==> src/rtl/display_scan_controller_if.sv <==
// -----------------------------------------------------------------------------
// display_scan_controller_if
//   Groups the update handshake and the display drive outputs of the scan
//   controller.
//
//   load       : update request, master -> slave
//   digits_in  : BCD digits, digit 0 in [3:0], master -> slave
//   ready      : no pending update, slave -> master
//   valor      : code for the shared 7-segment decoder (4'hF = blank)
//   digit_en   : active-low one-hot digit enable
//   frame_tick : one-cycle pulse on the last cycle of each frame
//
//   master : the update source / observer (drives load and digits_in)
//   slave  : the scan controller
// -----------------------------------------------------------------------------
interface display_scan_controller_if #(
    parameter int NUM_DIGITS = 4
);
    logic                      load;
    logic [4*NUM_DIGITS-1:0]   digits_in;
    logic                      ready;
    logic [3:0]                valor;
    logic [NUM_DIGITS-1:0]     digit_en;
    logic                      frame_tick;

    modport master (
        output load,
        output digits_in,
        input  ready,
        input  valor,
        input  digit_en,
        input  frame_tick
    );

    modport slave (
        input  load,
        input  digits_in,
        output ready,
        output valor,
        output digit_en,
        output frame_tick
    );
endinterface

==> src/rtl/display_scan_controller.sv <==
// -----------------------------------------------------------------------------
// display_scan_controller
//   Time-multiplexed scan of NUM_DIGITS common-anode digits through one
//   shared 7-segment decoder. Each digit slot lasts REFRESH_DIV cycles and
//   begins with BLANK_CYCLES guard cycles (all digits off, valor = 4'hF) to
//   avoid ghosting. New digits arrive through a load/ready handshake into a
//   pending buffer and are copied to the displayed buffer only at frame end,
//   so a frame never shows a mix of old and new digits.
//
//   Ports:
//     clk  : clock, rising edge
//     rst  : synchronous active-high reset
//     bus  : display_scan_controller_if.slave
//            (load, digits_in, ready, valor, digit_en, frame_tick)
//
//   Optional feature macro: LEADING_ZERO_BLANK_EN
//     When defined, digit i (i >= 1) is blanked during its SHOW phase if it
//     and all higher digits are zero. Digit 0 is always shown.
//
//   All outputs are registered: the next-state values are decoded and the
//   output flops load them together with the state flops.
// -----------------------------------------------------------------------------
module display_scan_controller #(
    parameter int NUM_DIGITS   = 4,
    parameter int REFRESH_DIV  = 50000,
    parameter int BLANK_CYCLES = 2
) (
    input  logic                      clk,
    input  logic                      rst,
    display_scan_controller_if.slave  bus
);
    localparam int SLOT_W = $clog2(REFRESH_DIV);
    localparam int IDX_W  = $clog2(NUM_DIGITS);

    localparam logic [SLOT_W-1:0] SLOT_LAST  = SLOT_W'(REFRESH_DIV - 1);
    localparam logic [SLOT_W-1:0] BLANK_LAST = SLOT_W'(BLANK_CYCLES - 1);
    localparam logic [IDX_W-1:0]  IDX_LAST   = IDX_W'(NUM_DIGITS - 1);

    typedef enum logic {
        BLANK,
        SHOW
    } state_t;

    state_t                      state_q, state_d;
    logic [SLOT_W-1:0]           slot_q, slot_d;
    logic [IDX_W-1:0]            idx_q, idx_d;
    logic [NUM_DIGITS-1:0][3:0]  pend_q, pend_d;
    logic [NUM_DIGITS-1:0][3:0]  disp_q, disp_d;
    logic                        pend_valid_q, pend_valid_d;
    logic                        ready_q, ready_d;
    logic [3:0]                  valor_q, valor_d;
    logic [NUM_DIGITS-1:0]       en_q, en_d;
    logic                        tick_q, tick_d;

    logic                        slot_end;
    logic                        frame_end;
    logic                        blank_lz;
`ifdef LEADING_ZERO_BLANK_EN
    logic [NUM_DIGITS-1:0]       lz;
    logic                        zero_run;
`endif

    always_comb begin
        state_d      = state_q;
        slot_d       = slot_q;
        idx_d        = idx_q;
        pend_d       = pend_q;
        disp_d       = disp_q;
        pend_valid_d = pend_valid_q;
        blank_lz     = 1'b0;
`ifdef LEADING_ZERO_BLANK_EN
        lz           = '0;
        zero_run     = 1'b1;
`endif

        slot_end  = (slot_q == SLOT_LAST);
        frame_end = slot_end && (idx_q == IDX_LAST);

        // Slot and digit counters
        if (slot_end) begin
            slot_d = '0;
            idx_d  = (idx_q == IDX_LAST) ? '0 : idx_q + IDX_W'(1);
        end else begin
            slot_d = slot_q + SLOT_W'(1);
        end

        case (state_q)
            BLANK:   if (slot_q == BLANK_LAST) state_d = SHOW;
            SHOW:    if (slot_end)             state_d = BLANK;
            default:                           state_d = BLANK;
        endcase

        // Commit uses the flag as it stood before this cycle, so a load taken
        // on the frame-end cycle waits for the following frame end. Capture
        // and commit are exclusive because capture needs the flag clear.
        if (frame_end && pend_valid_q) begin
            disp_d       = pend_q;
            pend_valid_d = 1'b0;
        end else if (bus.load && !pend_valid_q) begin
            pend_d       = bus.digits_in;
            pend_valid_d = 1'b1;
        end

`ifdef LEADING_ZERO_BLANK_EN
        // lz[i] = digit i and every higher digit are zero
        for (int i = NUM_DIGITS - 1; i >= 0; i--) begin
            zero_run = zero_run && (disp_d[i] == 4'd0);
            lz[i]    = zero_run;
        end
        blank_lz = (idx_d != '0) && lz[idx_d];
`endif

        // Output decode from next state so the flops present current state
        if ((state_d == SHOW) && !blank_lz) begin
            valor_d = disp_d[idx_d];
            en_d    = ~(NUM_DIGITS'(1) << idx_d);
        end else begin
            valor_d = 4'hF;
            en_d    = '1;
        end
        tick_d  = (slot_d == SLOT_LAST) && (idx_d == IDX_LAST);
        ready_d = ~pend_valid_d;
    end

    always_ff @(posedge clk) begin
        if (rst) begin
            state_q      <= BLANK;
            slot_q       <= '0;
            idx_q        <= '0;
            pend_q       <= '0;
            disp_q       <= '0;
            pend_valid_q <= 1'b0;
            ready_q      <= 1'b1;
            valor_q      <= 4'hF;
            en_q         <= '1;
            tick_q       <= 1'b0;
        end else begin
            state_q      <= state_d;
            slot_q       <= slot_d;
            idx_q        <= idx_d;
            pend_q       <= pend_d;
            disp_q       <= disp_d;
            pend_valid_q <= pend_valid_d;
            ready_q      <= ready_d;
            valor_q      <= valor_d;
            en_q         <= en_d;
            tick_q       <= tick_d;
        end
    end

    assign bus.ready      = ready_q;
    assign bus.valor      = valor_q;
    assign bus.digit_en   = en_q;
    assign bus.frame_tick = tick_q;
endmodule

==> src/flat_wrapper.sv <==
// flat-port wrapper written by rule: the top's interface ports become plain ports
module display_scan_controller_flat 
#(
    parameter int NUM_DIGITS   = 4,
    parameter int REFRESH_DIV  = 50000,
    parameter int BLANK_CYCLES = 2
)
  (clk, rst, bus_load, bus_digits_in, bus_ready, bus_valor, bus_digit_en, bus_frame_tick);
  display_scan_controller_if #(.NUM_DIGITS(NUM_DIGITS)) bus_i ();
  input  logic clk;
  input  logic rst;
  input wire logic [$bits(bus_i.load)-1:0] bus_load;
  input wire logic [$bits(bus_i.digits_in)-1:0] bus_digits_in;
  output wire logic [$bits(bus_i.ready)-1:0] bus_ready;
  output wire logic [$bits(bus_i.valor)-1:0] bus_valor;
  output wire logic [$bits(bus_i.digit_en)-1:0] bus_digit_en;
  output wire logic [$bits(bus_i.frame_tick)-1:0] bus_frame_tick;
  assign bus_i.load = bus_load;
  assign bus_i.digits_in = bus_digits_in;
  assign bus_ready = bus_i.ready;
  assign bus_valor = bus_i.valor;
  assign bus_digit_en = bus_i.digit_en;
  assign bus_frame_tick = bus_i.frame_tick;
  display_scan_controller #(.NUM_DIGITS(NUM_DIGITS), .REFRESH_DIV(REFRESH_DIV), .BLANK_CYCLES(BLANK_CYCLES)) u_core (.clk(clk), .rst(rst), .bus(bus_i));
endmodule
==> config.mk <==
export PLATFORM = sky130hd
export DESIGN_NAME = display_scan_controller_flat
export DESIGN_NICKNAME = d
export VERILOG_FILES = /design/src/rtl/display_scan_controller_if.sv /design/src/rtl/display_scan_controller.sv /design/src/flat_wrapper.sv
export SDC_FILE = /design/constraint.sdc
export NUM_CORES = 1
export LEC_CHECK = 0
export CAP_MARGIN = 20
export CORE_ASPECT_RATIO = 1.25
export CORE_MARGIN = 2
export CORE_UTILIZATION = 39
export CTS_CLUSTER_DIAMETER = 100
export CTS_CLUSTER_SIZE = 10
export DETAILED_ROUTE_END_ITERATION = 7
export GPL_TIMING_DRIVEN = 0
export PLACE_DENSITY = 0.69
export SYNTH_ARGS = -nofsm -noshare
export SYNTH_HDL_FRONTEND = slang
export SYNTH_SLANG_ARGS = --single-unit
==> constraint.sdc <==
create_clock -name clk -period 2.3 [get_ports clk]
set_clock_uncertainty 0.1 [all_clocks]
set_input_delay 0.345 -clock clk [delete_from_list [all_inputs] [get_ports clk]]
set_output_delay 0.345 -clock clk [all_outputs]
set_load 0.02 [all_outputs]
==> results of run 1 <==
power breakdown:
| group | internal (mW) | total [mW] | switching (mW) |
|---|---|---|---|
| logic | 0.0799 | 0.162 | 0.0818 |
| registers | 1.11 | 1.14 | 0.0253 |
| clock network | 0.466 | 0.853 | 0.387 |
sequential cells by signal, summed over array words and instances (netlist names), 2 cells and up:
name,cells
u_core.disp_q,16
u_core.slot_q,16
u_core.pend_q,16
u_core.bus.digit_en,4
u_core.idx_q,2
u_core.bus.valor,4
layout by cell type, fill, tap and decap left out, types with 3 or more instances in the layout:
| cell | netlist | routed |
|---|---|---|
| o22ai_1 | 5 | 5 |
| mux2_2 | 9 | 9 |
| inv_1 | 3 | 3 |
| o21ai_0 | 12 | 12 |
| xor2_1 | 8 | 8 |
| clkdlybuf4s50_1 | 0 | 27 |
| dfxtp_1 | 62 | 60 |
| xnor2_1 | 5 | 5 |
| or3_1 | 3 | 3 |
| nand3_1 | 8 | 8 |
| mux2i_1 | 5 | 5 |
| nand2_1 | 81 | 80 |
| a21oi_1 | 36 | 35 |
| clkbuf_8 | 0 | 12 |
| nand4_1 | 3 | 3 |
| mux4_2 | 4 | 4 |
| clkbuf_1 | 10 | 11 |
| a22oi_1 | 4 | 4 |
| buf_2 | 5 | 4 |
| nor2_1 | 23 | 23 |
| nor4_1 | 6 | 6 |
| nor3_1 | 5 | 5 |
per-layer routing:
layer  vias to the layer above  track usage (%)
met1                      1140             19.4
met3                        19             4.21
met4                         0             9.52
li1                       1215                -
met2                        53             31.2
met5                         -                0
final cells by class:
class / count / area, um2 / area share [%]
Tap cell: 90 / 113 / 3.32
Inverter: 3 / 11.3 / 0.332
Sequential cell: 62 / 1240 / 36.6
Multi-Input combinational cell: 247 / 1490 / 44.0
Buffer: 19 / 90.1 / 2.65
Clock inverter: 1 / 5.00 / 0.147
Timing Repair Buffer: 27 / 270 / 7.96
Clock buffer: 13 / 169 / 4.97
per-stage QoR:
| stage | utilization [%] | cell area, um2 | worst slack (ns) | power (mW) |
|---|---|---|---|---|
| after global routing | 48.7 | 3400 | 0.00826 | 2.25 |
| after floorplan | - | 2810 | 0.281 | 1.24 |
| final | 48.7 | 3400 | 0.105 | 2.15 |
| after global placement | 45.8 | 3190 | -0.0718 | 1.32 |
| after detailed placement | 45.8 | 3190 | -0.0829 | 1.32 |
| after CTS | 48.4 | 3380 | 0.0148 | 2.18 |
worst min path at each step:
stage	from	to	slack, ns
final	u_core.pend_q[13]	u_core.pend_q[13]	0.36
after global routing	u_core.pend_q[15]	u_core.disp_q[15]	0.38
after CTS	u_core.pend_q[12]	u_core.disp_q[12]	0.36
after detailed placement	u_core.pend_q[12]	u_core.disp_q[12]	0.35
after global placement	u_core.pend_q[12]	u_core.disp_q[12]	0.34
after floorplan	u_core.disp_q[12]	u_core.disp_q[12]	0.33
cells by family (layout without fill, tap and decap cells):
kind of cell	after synthesis	count (layout)
muxes	18	18
xor gates and xnor gates	13	13
adders and majority gates	3	3
AOI/OAI and AO/OA	63	63
and+or+nand+nor	150	150
buffers and inverters	24	63
DFF	62	62
worst reg2reg max path: cells and delay by family (launching register included):
kind,cells,cell delay [ns]
AND/OR/NAND/NOR,3,0.91
flip-flops,1,0.40
AO/OA/AOI/OAI,2,0.63
timing repair:
item                       CTS  global route
setup buffers                0             0
setup endpoints to repair    4            20
gates resized for setup      1             7
==> results.py, run 1 <==
metrics = {
    "logic_synthesis": {
        "synth-simple-area-share_pct": 25.2,
        "ys_ff_latch": 62,
        "yosysMostFrequentCell": "nand2_1",
        "synth_compound_area_share_pct": 12.8,
        "syn_avg_cell_area_um2": 8.44,
        "yosysTopAreaCell": "dfxtp_1",
        "ys.flop_type": "dfxtp_1",
        "synth_edf_count": 0,
        "yosys.area_share.adder_pct": 1.34,
        "synthMuxAreaShare_pct": 8.59,
        "netlist_instances": 333,
        "yosysSeqAreaShare_pct": 44.1,
        "synth_top_family_by_area": "simple AND/OR/NAND/NOR gates",
        "synth_top_area_share_pct": 44.1,
        "synthXorXnorAreaFrac_pct": 4.05,
        "synth_nets": 355,
        "synthArstFlopShare_pct": 0,
        "syn-cell-area_um2": 2810,
        "synthTopCellsByCount": "nand2_1 (81), dfxtp_1 (62), a21oi_1 (36)",
        "synthDistinctLibCells": 47,
        "synth.area.top_cells": "dfxtp_1 (44%), nand2_1 (11%), a21oi_1 (6.4%), mux2_2 (3.6%), mux4_2 (3.2%)",
        "yosys_warnings": 0,
    },
    "routing": {
        "dr.pass1.iters": 6,
        "vias_per_cell": 5.25,
        "met1Wirelength_um": 2620,
        "wl_met2_um": 3330,
        "detail_route.iter0.violations": 110,
        "ant_nets": 0,
        "drcViolationCount": 0,
        "avgRoutedWirePerCell_um": 13.8,
        "drt-total-wl_um": 6370,
        "num_vias": 2427,
        "highest_layer": "met4",
        "route.met3.wl_um": 215,
    },
    "critical_path": {
        "critPathCapture": "u_core.bus.valor[1]",
        "r2r-end": "u_core.bus.valor[1]",
        "path_delay_family": "simple AND/OR/NAND/NOR gates",
        "path_cells": "nor4_4 -> nand2_2 -> nand4b_1 -> a221oi_4 -> a22oi_1",
        "worst-path-stages": 5,
        "criticalPathCategory": "flop to flop",
        "crit_buf_inv": 0,
        "end_kind": "flop",
        "crit_path_max_incr_delay_ns": 0.45,
        "rr_startpoint": "u_core.slot_q[4]",
        "cp_slowest_cell": "a221oi_4",
        "rrSetupSlack_ns": 0.11,
        "ff2ff_path_depth": 5,
        "crit_path_start_kind": "flop",
        "crit_fanout": 8,
        "critical_path_required_ns": 2.39,
        "startpoint": "u_core.slot_q[4]",
        "cp.arrival_ns": 2.28,
    },
    "pwr": {
        "leakage_nw": 1.16,
        "powerDensity_nw_per_um2": 634,
        "worst_ir_drop_vdd_v": 0.000306,
    },
    "cells_and_area": {
        "drive_gt1_share_pct": 13.2,
        "stdcell_count": 462,
        "n_antenna_cell": 0,
        "area_growth_pct": 20.8,
        "nets": 391,
        "num-fill-cells": 704,
    },
    "clock_tree": {
        "worstSkewPairLatency_ns": 0.34,
        "cts_tree": "done",
        "cts_inserted_buffers": 9,
        "cts.hold.buffers_added": 0,
        "clock_path_buffers": 2,
        "htreeDepth": 3,
        "clkTransAtPathRegs_ns": 0.07,
        "clock-sinks": 62,
        "cts-root-buf": "clkbuf_8",
    },
    "timing": {
        "min_period_ns": 2.19,
        "min_period_over_period_pct": 95.4,
        "worst_pin_slew_ns": 0.599,
        "finalSetupTns_ns": 0,
        "relSlewSlack_pct": 60.1,
        "fmax_mhz": 456,
        "finalSetupViolations": 0,
        "rsz0062_at_grt": "no",
        "report.final.slew_viol_count": 0,
        "hold_ws_ns": 0.356,
        "final_hold_viol_count": 0,
    },
    "place": {
        "placed_cells": 450,
        "place_congestion": 0.923,
        "io_buffer_count": 27,
        "dp_hpwl_um": 4710,
    },
    "floorplanning": {
        "rows": 34,
        "initial_utilization_pct": 40.3,
        "die_y_um": 98.9,
        "dieArea_um2": 7910,
        "core_region_area_um2": 6980,
        "die_x_um": 79.9,
        "num_io_pins": 29,
    },
    "global_route": {
        "globalRouteOverflowTotal": 0,
        "grt_usage_pct": 17.8,
        "grt_pass1_vias": 2433,
        "grt_max_degree": 11,
        "grt_pass1_wl_um": 10900,
        "antenna_found_initial": 0,
    },
    "worst_hold_path": {
        "hold_depth": 2,
        "hp-class": "flop to flop",
    },
    "job": {
        "cap_violations": 0,
    },
    "status": {
        "status": "finished, final reports clean",
    },
}
No activity file was read; power rests on OpenSTA's default activity.
==> inputs of run 2 (changes only) <==
clock period = 2.4 ns   (was 2.3 ns; I/O delays follow)
==> results.py, run 2 (synthesis results as in run 1) <==
metrics = {
    "critical_path": {
        "cp.arrival_ns": 2.32,
        "crit_path_start_kind": "flop",
        "end_kind": "flop",
        "criticalPathCategory": "flop to flop",
        "critical_path_required_ns": 2.48,
        "crit_fanout": 8,
    },
    "routing": {
        "drcViolationCount": 0,
        "avgRoutedWirePerCell_um": 13.8,
        "vias_per_cell": 5.23,
        "ant_nets": 0,
        "detail_route.iter0.violations": 96,
        "num_vias": 2427,
        "drt-total-wl_um": 6400,
        "dr.pass1.iters": 4,
    },
    "place": {
        "pre_cts_ws_ns": 0.0171,
        "io_buffer_count": 27,
        "dp_hpwl_um": 4710,
        "place_congestion": 0.923,
    },
    "floorplanning": {
        "die_x_um": 79.9,
        "rows": 34,
        "num_io_pins": 29,
        "die_y_um": 98.9,
        "initial_utilization_pct": 40.3,
        "core_region_area_um2": 6980,
        "dieArea_um2": 7910,
    },
    "pwr": {
        "p_comb_share_pct": 7.5,
        "p_total_mw": 2.07,
        "power_switching_share_pct": 23.2,
        "internal_power_mw": 1.59,
        "clkPwrFrac_pct": 39.8,
        "powerDensity_nw_per_um2": 610,
        "p_seq_share_pct": 52.7,
        "leakage_nw": 1.16,
        "worst_ir_drop_vdd_v": 0.000293,
        "p_switching_mw": 0.479,
    },
    "clock_tree": {
        "cts-root-buf": "clkbuf_8",
        "ctsResizeCount": 0,
        "clkTransAtPathRegs_ns": 0.07,
        "cts_inserted_buffers": 9,
        "worstSkewPairLatency_ns": 0.34,
        "clock_path_buffers": 2,
        "htreeDepth": 3,
        "clock-sinks": 62,
        "postCtsSetupRepairBufs": 0,
        "cts.hold.buffers_added": 0,
        "cts_tree": "done",
    },
    "timing": {
        "rsz0062_at_grt": "no",
        "final_hold_viol_count": 0,
        "worst_pin_slew_ns": 0.596,
        "hold_ws_ns": 0.356,
        "fmax_mhz": 447,
        "layout_setup_ws_ns": 0.162,
        "finalSetupTns_ns": 0,
        "finalSetupViolations": 0,
        "report.final.slew_viol_count": 0,
        "min_period_ns": 2.24,
        "relSlewSlack_pct": 60.3,
        "min_period_over_period_pct": 93.2,
    },
    "cells_and_area": {
        "area_growth_pct": 20.6,
        "layout_common_cells": "nand2_1 (81), dfxtp_1 (60), a21oi_1 (36)",
        "top_regs": "u_core.disp_q x16, u_core.pend_q x16, u_core.slot_q x16",
        "multi_input_area_um2": 1480,
        "nets": 393,
        "final_common_cell": "nand2_1",
        "fin_util_pct": 48.6,
        "n_antenna_cell": 0,
        "num-fill-cells": 706,
        "drive_gt1_share_pct": 12.8,
        "seqCellArea_um2": 1240,
    },
    "status": {
        "status": "finished, final reports clean",
    },
    "global_route": {
        "grt_usage_pct": 17.8,
        "antenna_found_initial": 0,
        "globalRouteOverflowTotal": 0,
        "grt_pass1_vias": 2425,
        "grt_pass1_wl_um": 10900,
        "grt_max_degree": 11,
    },
    "worst_hold_path": {
        "hp-class": "flop to flop",
    },
    "job": {
        "cap_violations": 0,
    },
}
==> run 2: changes by cell type in the layout (fill, tap and decap cells not counted), sizes merged <==
| cell | before | now |
|---|---|---|
| buf | 7 | 9 |
==> run 2: power by group through the flow <==
stage	clock (mW)	sequential, mW	combinational, mW
6_report	0.823	1.09	0.154
5_1_grt	0.889	1.09	0.171
4_1_cts	0.846	1.09	0.154
3_5_place_dp	0	1.11	0.154
3_3_place_gp	0	1.11	0.150
2_1_floorplan	0	1.12	0.0670
==> run 2: final cells by class <==
cell class	count	area share (%)
tap	90	3.32
timing repair buffer	27	7.97
clock buffer	13	4.98
sequential	62	36.7
inverter	3	0.332
clock inverter	1	0.148
buffer	21	2.92
multi-input combinational	247	43.7
==> run 2: critical path, stage by stage (launching register included) <==
cell,delay (ns)
dfxtp_1,0.38
nor4_4,0.38
nand2_2,0.19
nand4b_1,0.34
a21oi_1,0.52
a22oi_1,0.18
==> run 2: worst paths after layout <==
check	start	endpoint	slack, ns	cells after the start
setup / recovery	u_core.slot_q[5]	u_core.bus.valor[1]	0.16	5
hold / removal	u_core.pend_q[13]	u_core.pend_q[13]	0.36	2
setup reg to reg	u_core.slot_q[5]	u_core.bus.valor[1]	0.16	5
hold reg to reg	u_core.pend_q[13]	u_core.pend_q[13]	0.36	2
==> run 2: per-stage QoR <==
stage | cell area, um2 | std cells
final | 3390 | 464
after global routing | 3390 | 464
after CTS | 3370 | 464
after detailed placement | 3190 | 450
after global placement | 3190 | 450
after floorplan | 2810 | 333
==> run 2: layer usage <==
metal	routed length [um]	share of wire [%]	vias to the layer above	global-route usage, %
li1	-	-	1221	-
met1	2670	42	1138	19.5
met2	3360	52	52	31.1
met3	216	3.4	16	4.21
met4	159	2.5	0	9.52
met5	0	0	-	0
